`config.mk`:
```
export PLATFORM = sky130hd
export DESIGN_NAME = gcd_operand_dispatch
export DESIGN_NICKNAME = d
export VERILOG_FILES = /design/src/rtl/gcd_pkg.sv /design/src/rtl/gcd_pair_fifo.sv /design/src/rtl/gcd_operand_dispatch.sv
export SDC_FILE = /design/constraint.sdc
export NUM_CORES = 1
export LEC_CHECK = 0
export ABC_AREA = 1
export BUFFER_PORTS_ARGS = -buffer_cell sky130_fd_sc_hd__buf_2
export CORE_MARGIN = 8
export CORE_UTILIZATION = 57
export CTS_BUF_LIST = sky130_fd_sc_hd__clkbuf_16
export CTS_CLUSTER_SIZE = 30
export DETAILED_ROUTE_END_ITERATION = 12
export MAX_ROUTING_LAYER = met4
export PLACE_DENSITY = 0.87
export RECOVER_POWER = 50
export SETUP_SLACK_MARGIN = 0.5
export SYNTH_ARGS = -nofsm -noshare
export SYNTH_HDL_FRONTEND = slang
export SYNTH_SLANG_ARGS = --single-unit
```
`constraint.sdc`:
```
create_clock -name clk -period 2.4 [get_ports clk]
set_input_delay 0.24 -clock clk [delete_from_list [all_inputs] [get_ports clk]]
set_output_delay 0.24 -clock clk [all_outputs]
set_load 0.02 [all_outputs]
```
`src/rtl/gcd_pkg.sv`:
```
`default_nettype none
// ============================================================================
// Module   : gcd_pkg
// Purpose  : Shared defaults and FSM state encoding for the GCD operand
//            dispatcher and its pair queue.
// Contents : c_W_DEF      - default operand width
//            c_DEPTH_DEF  - default queue depth (power of two)
//            gcd_state_t  - dispatcher state encoding {IDLE, ISSUE, WAIT}
// Revision : 1.0 - initial release
// ============================================================================
package gcd_pkg;

    localparam int c_W_DEF     = 4;
    localparam int c_DEPTH_DEF = 4;

    typedef enum logic [1:0] {
        IDLE  = 2'd0,
        ISSUE = 2'd1,
        WAIT  = 2'd2
    } gcd_state_t;

endpackage
`default_nettype wire

```
`src/rtl/gcd_pair_fifo.sv`:
```
`default_nettype none
// ============================================================================
// Module   : gcd_pair_fifo
// Purpose  : Circular queue of (x, y) operand pairs with occupancy count.
// Ports    : clk, rst        - clock, asynchronous active-high reset
//            i_push, i_push_x, i_push_y - write a pair at the tail
//            i_pop           - drop the head entry
//            o_full, o_empty - occupancy flags
//            o_count         - number of stored entries (0..DEPTH)
//            o_head_x/y      - head entry contents
// Revision : 1.0 - initial release
// ============================================================================
module gcd_pair_fifo #(
    parameter int W     = 4,
    parameter int DEPTH = 4
) (
    input  logic                     clk,
    input  logic                     rst,
    input  logic                     i_push,
    input  logic [W-1:0]             i_push_x,
    input  logic [W-1:0]             i_push_y,
    input  logic                     i_pop,
    output logic                     o_full,
    output logic                     o_empty,
    output logic [$clog2(DEPTH):0]   o_count,
    output logic [W-1:0]             o_head_x,
    output logic [W-1:0]             o_head_y
);

    localparam int AW = $clog2(DEPTH);
    localparam int CW = AW + 1;

    logic [W-1:0]  r_mem_x [DEPTH];
    logic [W-1:0]  r_mem_y [DEPTH];
    logic [AW-1:0] r_wr_ptr;
    logic [AW-1:0] r_rd_ptr;
    logic [CW-1:0] r_count;
    logic          w_push;
    logic          w_pop;

    // Guard against overflow/underflow so callers can never corrupt state.
    assign w_push = i_push & ~o_full;
    assign w_pop  = i_pop  & ~o_empty;

    // Storage is intentionally left without reset.
    always_ff @(posedge clk) begin
        if (w_push) begin
            r_mem_x[r_wr_ptr] <= i_push_x;
            r_mem_y[r_wr_ptr] <= i_push_y;
        end
    end

    // Pointers wrap naturally because DEPTH is a power of two.
    always_ff @(posedge clk or posedge rst) begin
        if (rst) begin
            r_wr_ptr <= '0;
            r_rd_ptr <= '0;
            r_count  <= '0;
        end else begin
            if (w_push) r_wr_ptr <= r_wr_ptr + AW'(1);
            if (w_pop)  r_rd_ptr <= r_rd_ptr + AW'(1);
            case ({w_push, w_pop})
                2'b10:   r_count <= r_count + CW'(1);
                2'b01:   r_count <= r_count - CW'(1);
                default: r_count <= r_count;
            endcase
        end
    end

    assign o_full   = (r_count == CW'(DEPTH));
    assign o_empty  = (r_count == '0);
    assign o_count  = r_count;
    assign o_head_x = r_mem_x[r_rd_ptr];
    assign o_head_y = r_mem_y[r_rd_ptr];

endmodule
`default_nettype wire

```
`src/rtl/gcd_operand_dispatch.sv`:
```
`default_nettype none
// ============================================================================
// Module   : gcd_operand_dispatch
// Purpose  : Queues nonzero operand pairs and hands them one at a time to a
//            GCD core using a start/done handshake.
// Ports    : clk, reset           - clock, asynchronous active-high reset
//            in_valid/in_ready    - upstream pair handshake, in_x/in_y data
//            gcd_start            - one-cycle start pulse to the core
//            gcd_x/gcd_y          - operands held stable for the core
//            gcd_done             - core completion pulse
//            busy                 - a pair is issued and not yet completed
//            count                - queued pairs including the in-flight one
//            drop_err             - pulse: a zero-operand pair was rejected
// Revision : 1.0 - initial release
// ============================================================================
module gcd_operand_dispatch
    import gcd_pkg::*;
#(
    parameter int W     = c_W_DEF,
    parameter int DEPTH = c_DEPTH_DEF
) (
    input  logic                     clk,
    input  logic                     reset,
    input  logic                     in_valid,
    output logic                     in_ready,
    input  logic [W-1:0]             in_x,
    input  logic [W-1:0]             in_y,
    output logic                     gcd_start,
    output logic [W-1:0]             gcd_x,
    output logic [W-1:0]             gcd_y,
    input  logic                     gcd_done,
    output logic                     busy,
    output logic [$clog2(DEPTH):0]   count,
    output logic                     drop_err
);

    gcd_state_t   r_state;
    gcd_state_t   w_state_nxt;
    logic         w_handshake;
    logic         w_zero_op;
    logic         w_push;
    logic         w_pop;
    logic         w_load;
    logic         w_full;
    logic         w_empty;
    logic         r_drop_err;
    logic [W-1:0] r_gcd_x;
    logic [W-1:0] r_gcd_y;
    logic [W-1:0] w_head_x;
    logic [W-1:0] w_head_y;

    // The in-flight pair stays in the queue until done, so count < DEPTH
    // is exactly "not full".
    assign in_ready    = ~w_full;
    assign w_handshake = in_valid & in_ready;
    assign w_zero_op   = (in_x == '0) | (in_y == '0);
    assign w_push      = w_handshake & ~w_zero_op;

    gcd_pair_fifo #(
        .W     (W),
        .DEPTH (DEPTH)
    ) u_fifo (
        .clk      (clk),
        .rst      (reset),
        .i_push   (w_push),
        .i_push_x (in_x),
        .i_push_y (in_y),
        .i_pop    (w_pop),
        .o_full   (w_full),
        .o_empty  (w_empty),
        .o_count  (count),
        .o_head_x (w_head_x),
        .o_head_y (w_head_y)
    );

    always_comb begin
        w_state_nxt = r_state;
        w_pop       = 1'b0;
        w_load      = 1'b0;
        gcd_start   = 1'b0;
        case (r_state)
            IDLE: begin
                if (!w_empty) begin
                    w_state_nxt = ISSUE;
                    w_load      = 1'b1;
                end
            end
            ISSUE: begin
                gcd_start   = 1'b1;
                w_state_nxt = WAIT;
            end
            WAIT: begin
                if (gcd_done) begin
                    w_pop       = 1'b1;
                    w_state_nxt = IDLE;
                end
            end
            default: w_state_nxt = IDLE;
        endcase
    end

    // Operands are captured on the IDLE->ISSUE edge so they remain stable
    // through WAIT regardless of later pushes.
    always_ff @(posedge clk or posedge reset) begin
        if (reset) begin
            r_state    <= IDLE;
            r_drop_err <= 1'b0;
            r_gcd_x    <= '0;
            r_gcd_y    <= '0;
        end else begin
            r_state    <= w_state_nxt;
            r_drop_err <= w_handshake & w_zero_op;
            if (w_load) begin
                r_gcd_x <= w_head_x;
                r_gcd_y <= w_head_y;
            end
        end
    end

    assign busy     = (r_state != IDLE);
    assign drop_err = r_drop_err;
    assign gcd_x    = r_gcd_x;
    assign gcd_y    = r_gcd_y;

endmodule
`default_nettype wire

```
==> results.toml, run 1 <==
[floorplanning]
core_mm2 = 0.00369
std_cell_rows = 22
die_w_um = 78.2
start_util_pct = 59.8
dieArea_mm2 = 0.00612
io_pins = 27
dieHeight_um = 78.2

[setup_path]
cp_cell_sequence = "nor2_1, nand2_4, nand2_4, nor2_4, inv_4, ha_4, inv_2, fa_2, or2_4, nand2_2, xor2_1"
crit_path_max_incr_delay_ns = 0.42
end_kind = "flop"
path_delay_family = "simple AND/OR/NAND/NOR gates"
path_common_cell = "nand2_4"
crit_buf_inv = 2
crit_path_max_fanout = 4
cp_slowest_cell = "dfrtp_2"
arrival_ns = 2.18
critPathRequiredTime_ns = 2.62
crit_type = "flop to flop"
start_kind = "flop"

[logic_synthesis]
synth.largest_area_cell = "edfxtp_1"
synth-edff-count = 32
synth_cells = 219
synth_top_cell_area_share_pct = 43.6
synth_top_flop_cell = "edfxtp_1"
synthDistinctLibCells = 24
syn_nets = 237
synth_commonest_cells = "nand2_1, edfxtp_1, dfrtp_1"
synthArstFlopShare_pct = 36.0
synth_seq_area_share_pct = 64.0
yosys_warnings = 0
synth_area_per_cell_um2 = 10.1
yosys-top-cells-area = "edfxtp_1, dfrtp_1, nand2_1"
yosysMostFrequentCell = "nand2_1"
ys_seq_elements = 50
syn-cell-area_mm2 = 0.00221

[power]
p_leak_nw = 1.20
peakVddDrop_uv = 829
powerDensity_mw_per_mm2 = 1290

[worst_hold_path]
hold_class = "primary input to async pin"

[sta]
finalSetupViolations = 0
rsz0062_at_grt = "true"
tightestPinTransition_ns = 0.714
fin_crit_sh_pct = 81.8
clock_skew_ns = 0.00383
fmax_mhz = 510
hold_viol_final = 0
slew_headroom_pct = 52.4
setup_tns_ns = 0
fin_crit_ns = 1.96
final_max_slew_viol_count = 0

[detailed_routing]
drt-met1-wl_um = 1720
viasPerCell = 4.90
drc = 0
avgRoutedWirePerCell_um = 13.3
drtPass1Iterations = 4
met2_wirelength_um = 1950
wl_um = 4050
top_layer = "met4"
met3WireLength_um = 295
drtIter0Drc = 103
ant_nets = 0
num_vias = 1496

[cells_and_area]
stdcell_area_mm2 = 0.00259
syn2layout_area_growth_pct = 17.2
antenna_cells = 0
finalNetCount = 274
drive_gt1_share_pct = 19.8

[placed_design]
place_area_mm2 = 0.00240
finalWeightedCongestion = 0.807
port_buffers = 26
dpl.hpwl_um = 2710

[clock_tree]
clock_path_buffers = 2
cts_tree = "built"
numClockSinks = 50
htree_levels = 2
clk_latency_ns = 0.29
cts_made_buffers = 5
cts_root_buf = "clkbuf_16"
clkTransAtPathRegs_ns = 0.06

[grt]
grt_pass1_vias = 1472
antenna_found_initial = 0
grt-ovfl-total = 0
grtUsageTotal_pct = 14.7
grt_max_degree = 20
grt_first_pass_wirelength_um = 6610

[status]
status = "finished, final reports clean"

[run]
maxCapViolations = 0
repair_timing:
action | in CTS | in global routing
setup endpoints to repair | 2 | 1
cloned | 0 | 0
hold buffers | 0 | 0
setup buffers | 6 | 2
pin swaps | 2 | 4
gates resized for setup | 1 | 1
where the power goes:
| part | leakage, nW | internal [W] | switching [W] |
|---|---|---|---|
| clock network | 0.0754 | 0.000384 | 0.000294 |
| registers | 0.514 | 0.00117 | 0.000188 |
| logic | 0.611 | 0.000453 | 0.000845 |
worst register-to-register path: cells and delay by family (launching register included):
family        cells  cell delay, ns
fa+ha+maj         2            0.47
xor+xnor          1            0.12
flops             1            0.42
buf+inv           2            0.11
simple gates      6            0.78
state kept, by name (all words and copies together) (netlist names):
name / flops
u_fifo.r_mem_x: 16
u_fifo.r_mem_y: 16
gcd_x: 4
gcd_y: 4
u_fifo.o_count: 3
r_state: 2
u_fifo.r_rd_ptr: 2
u_fifo.r_wr_ptr: 2
drop_err: 1
cell usage in the layout, fill, tap and decap left out:
cell	synthesis	layout
a21oi_2	0	1
a21oi_4	1	1
buf_2	1	13
buf_4	1	7
clkbuf_1	0	14
clkbuf_16	0	5
clkinv_2	0	1
dfrtp_1	18	16
dfrtp_2	0	2
edfxtp_1	32	32
fa_2	0	1
ha_1	5	4
ha_4	0	1
inv_1	14	14
inv_2	4	4
inv_4	2	3
inv_6	0	1
nand2_1	110	109
nand2_2	3	2
nand2_4	0	2
nand3_1	3	3
nor2_1	5	6
nor2_2	4	4
nor2_4	2	1
nor3_4	0	1
o21ai_0	4	4
o21ai_1	1	1
or2_4	0	1
xnor2_1	2	2
xor2_1	1	1
path summary, 6_finish.rpt:
kind | startpoint | to | slack [ns] | cells after the start
worst min register to register | gcd_x[0]$_DFFE_PP0P_ | gcd_x[0]$_DFFE_PP0P_ | 0.47 | 2
worst min-delay path | reset | u_fifo.r_rd_ptr[0]$_DFFE_PP0P_ | 0.02 | 2
worst max-delay path | u_fifo.o_count[1]$_DFFE_PP0P_ | u_fifo.o_count[2]$_DFFE_PP0P_ | 0.44 | 11
worst max register to register | u_fifo.o_count[1]$_DFFE_PP0P_ | u_fifo.o_count[2]$_DFFE_PP0P_ | 0.44 | 11
min in group clk | in_valid | drop_err$_DFF_PP0_ | 0.23 | 3
max in group asynchronous | reset | u_fifo.o_count[0]$_DFFE_PP0P_ | 1.93 | 2
kinds of logic (layout without fill, tap and decap cells):
kind of cell    after synthesis  in the layout  share of synthesized area [%]
flops                        50             50                           64.0
fa+ha+maj                     6              6                           3.74
simple gates                129            129                           23.8
compound gates                7              7                           2.10
xor+xnor                      3              3                           1.19
buf+inv                      24             62                           5.22
metrics by stage:
stage / cells / total power [W] / utilization (%) / setup WS [ns] / hold WS [ns]
2_1_floorplan: 219 / 0.00230 / - / 0.417 / 0.178
3_3_place_gp: 289 / 0.00256 / 65.1 / 0.480 / 0.354
3_5_place_dp: 289 / 0.00261 / 65.1 / 0.362 / 0.357
4_1_cts: 303 / 0.00336 / 70.3 / 0.519 / 0.0432
5_1_grt: 305 / 0.00358 / 70.1 / 0.313 / 0.0868
6_report: 305 / 0.00333 / 70.1 / 0.438 / 0.0247
per-layer routing:
layer,vias up,global-route usage [%]
li1,757,-
met1,693,14.8
met2,39,23.0
met3,7,5.92
met4,0,10.0
met5,-,-
cell type report:
class	count	area [um2]
tap	48	60.1
sequential	50	1410
fill	291	1100
inverter	20	82.6
timing repair buffer	34	170
multi-input combinational	145	717
clock inverter	3	17.5
clock buffer	5	125
Note: power is estimated with default switching activity, not from simulation.
==> run 2, diff against run 1 <==
--- a/config.mk
+++ b/config.mk
@@ -5,15 +5,15 @@
 export SDC_FILE = /design/constraint.sdc
 export NUM_CORES = 1
 export LEC_CHECK = 0
-export ABC_AREA = 1
+export ABC_AREA = 0
 export BUFFER_PORTS_ARGS = -buffer_cell sky130_fd_sc_hd__buf_2
 export CORE_MARGIN = 8
-export CORE_UTILIZATION = 57
+export CORE_UTILIZATION = 50
 export CTS_BUF_LIST = sky130_fd_sc_hd__clkbuf_16
 export CTS_CLUSTER_SIZE = 30
 export DETAILED_ROUTE_END_ITERATION = 12
 export MAX_ROUTING_LAYER = met4
-export PLACE_DENSITY = 0.87
+export PLACE_DENSITY = 0.82
 export RECOVER_POWER = 50
 export SETUP_SLACK_MARGIN = 0.5
 export SYNTH_ARGS = -nofsm -noshare
==> constraint.sdc (replaced) <==
create_clock -name clk -period 1.7 [get_ports clk]
set_input_delay 0.17 -clock clk [delete_from_list [all_inputs] [get_ports clk]]
set_output_delay 0.17 -clock clk [all_outputs]
set_load 0.02 [all_outputs]
==> results.toml, run 2 <==
[detailed_routing]
avgRoutedWirePerCell_um = 20.5
top_layer = "met4"
drc = 0
drtIter0Drc = 139
drt-met1-wl_um = 1840
ant_nets = 0
drtPass1Iterations = 4
viasPerCell = 5.33
num_vias = 1210
met2_wirelength_um = 2510
wl_um = 4660
met3WireLength_um = 173

[cells_and_area]
stdcell_area_mm2 = 0.00275
syn2layout_area_growth_pct = 34.3
final_common_cell = "edfxtp_1"
finalNetCount = 194
antenna_cells = 0
drive_gt1_share_pct = 49.7
layout_common_cells = "edfxtp_1, clkbuf_1, buf_6"
fin_util_pct = 69.2
top_regs = "u_fifo.r_mem_x (16), u_fifo.r_mem_y (16)"

[sta]
finalSetupViolations = 7
final_max_slew_viol_count = 0
layout_setup_ws_ns = -0.112
slew_headroom_pct = 49.7
rsz0062_at_grt = "true"
fin_crit_ns = 1.81
hold_viol_final = 0
tightestPinTransition_ns = 0.754
fin_crit_sh_pct = 107
clock_skew_ns = 0.00648
fmax_mhz = 552

[setup_path]
cp_cell_sequence = "nand3b_1, nor2_4, ha_4, inv_2, fa_2, xor2_1, nor2_1, xor2_1"
start_kind = "flop"
crit_type = "flop to flop"
r2r_slack_ns = -0.11
crit-reg2reg-launch = "r_state[0]$_DFFE_PP0P_"
crit_path_max_incr_delay_ns = 0.39
path_delay_family = "simple AND/OR/NAND/NOR gates"
end_kind = "flop"
cp-endpoint = "u_fifo.o_count[2]$_DFFE_PP0P_"
cp_slowest_cell = "dfrtp_1"
crit_path_max_fanout = 2
critPathRequiredTime_ns = 1.90
crit_buf_inv = 1
cp-startpoint = "r_state[0]$_DFFE_PP0P_"
arrival_ns = 2.02
rr_worst_depth = 8
critical_path_depth = 8
path_common_cell = "xor2_1"
r2r_end = "u_fifo.o_count[2]$_DFFE_PP0P_"

[clock_tree]
clk_latency_ns = 0.29
cts_root_buf = "clkbuf_16"
cts_made_buffers = 5
htree_levels = 2
numClockSinks = 50
clkTransAtPathRegs_ns = 0.07
clock_path_buffers = 2
cts_tree = "built"

[logic_synthesis]
synthArstFlopShare_pct = 36.0
synth_compound_area_share_pct = 1.83
ys_seq_elements = 50
synthAdderAreaFrac_pct = 4.04
yosys-top-cells-area = "edfxtp_1, dfrtp_1, mux4_2"
yosysMostFrequentCell = "edfxtp_1"
yosys.area_share.simple_pct = 5.50
synth_top_family_by_area = "multiplexers"
synthDistinctLibCells = 27
yosys_warnings = 0
synth_cells = 112
synth-edff-count = 32
synth_commonest_cells = "edfxtp_1, dfrtp_1, inv_1"
synth_top_flop_cell = "edfxtp_1"
synthMuxAreaShare_pct = 14.4
synth_area_per_cell_um2 = 18.3
synth.largest_area_cell = "edfxtp_1"
synth_seq_area_share_pct = 69.0
syn_nets = 130
synth_top_cell_area_share_pct = 47.0
synth-xor-area-share_pct = 2.57
syn-cell-area_mm2 = 0.00205

[placed_design]
dpl.hpwl_um = 2840
port_buffers = 26
place_area_mm2 = 0.00241
finalWeightedCongestion = 0.774

[floorplanning]
start_util_pct = 51.5
io_pins = 27
core_mm2 = 0.00397
dieHeight_um = 80.0
std_cell_rows = 23
die_w_um = 80.0
dieArea_mm2 = 0.00639

[grt]
grtUsageTotal_pct = 14.8
grt_pass1_vias = 1286
grt_first_pass_wirelength_um = 6640
grt-ovfl-total = 0
antenna_found_initial = 0
grt_max_degree = 19

[worst_hold_path]
hold_class = "primary input to async pin"

[power]
p_leak_nw = 1.12
peakVddDrop_uv = 884
powerDensity_mw_per_mm2 = 1900

[status]
status = "finished with violations"
violations = "setup timing"

[run]
maxCapViolations = 0
==> run 2: cell families after synthesis <==
kind of cell | count (synthesis)
AND/OR/NAND/NOR | 18
XOR/XNOR | 6
adder cells (fa/ha/maj) | 6
multiplexers | 18
flip-flops | 50
AO/OA/AOI/OAI | 2
buffers and inverters | 12
==> run 2: layout make-up <==
cell class	count	area (um2)
inverter	9	33.8
fill	255	1220
sequential	50	1420
clock buffer	5	125
tap	50	62.6
multi-input combinational	50	663
clock inverter	3	11.3
timing repair buffer	60	435
==> run 2: what timing repair did <==
action                                 CTS  global route
gates resized for setup                 23            18
pin swaps                                9             5
hold buffers                             0             0
setup endpoints to repair               50            53
setup buffers                            4             9
endpoints found under the hold margin    0             0
==> run 2: metal layers <==
metal / global-route usage [%] / vias to the layer above
met3: 2.48 / 12
met1: 14.5 / 619
met4: 9.09 / 0
li1: - / 538
met5: - / -
met2: 26.4 / 41
==> run 2: how the worst min path moves through the flow <==
stage,end,slack (ns),from
after floorplan,drop_err$_DFF_PP0_,0.11,reset
after global placement,gcd_x[0]$_DFFE_PP0P_,0.31,reset
after detailed placement,gcd_x[3]$_DFFE_PP0P_,0.34,reset
after CTS,drop_err$_DFF_PP0_,0.03,reset
after global routing,drop_err$_DFF_PP0_,0.09,reset
final,drop_err$_DFF_PP0_,0.008,reset
==> run 2: power breakdown <==
| group | internal, W | switching [W] | total, W |
|---|---|---|---|
| sequential | 0.00168 | 0.000243 | 0.00192 |
| combinational | 0.00130 | 0.00107 | 0.00236 |
| clock | 0.000530 | 0.000407 | 0.000937 |
| total | 0.00350 | 0.00172 | 0.00522 |
==> run 2: metrics by stage <==
stage	hold WS (ns)	power [W]	setup TNS [ns]	instances	worst slack, ns
after floorplan	0.108	0.00306	-0.366	112	-0.197
after global placement	0.309	0.00361	-0.297	206	-0.236
after detailed placement	0.342	0.00374	-0.313	206	-0.267
after CTS	0.0347	0.00493	-0.230	218	-0.136
after global routing	0.0871	0.00546	-0.977	227	-0.195
final	0.00847	0.00522	-0.306	227	-0.112
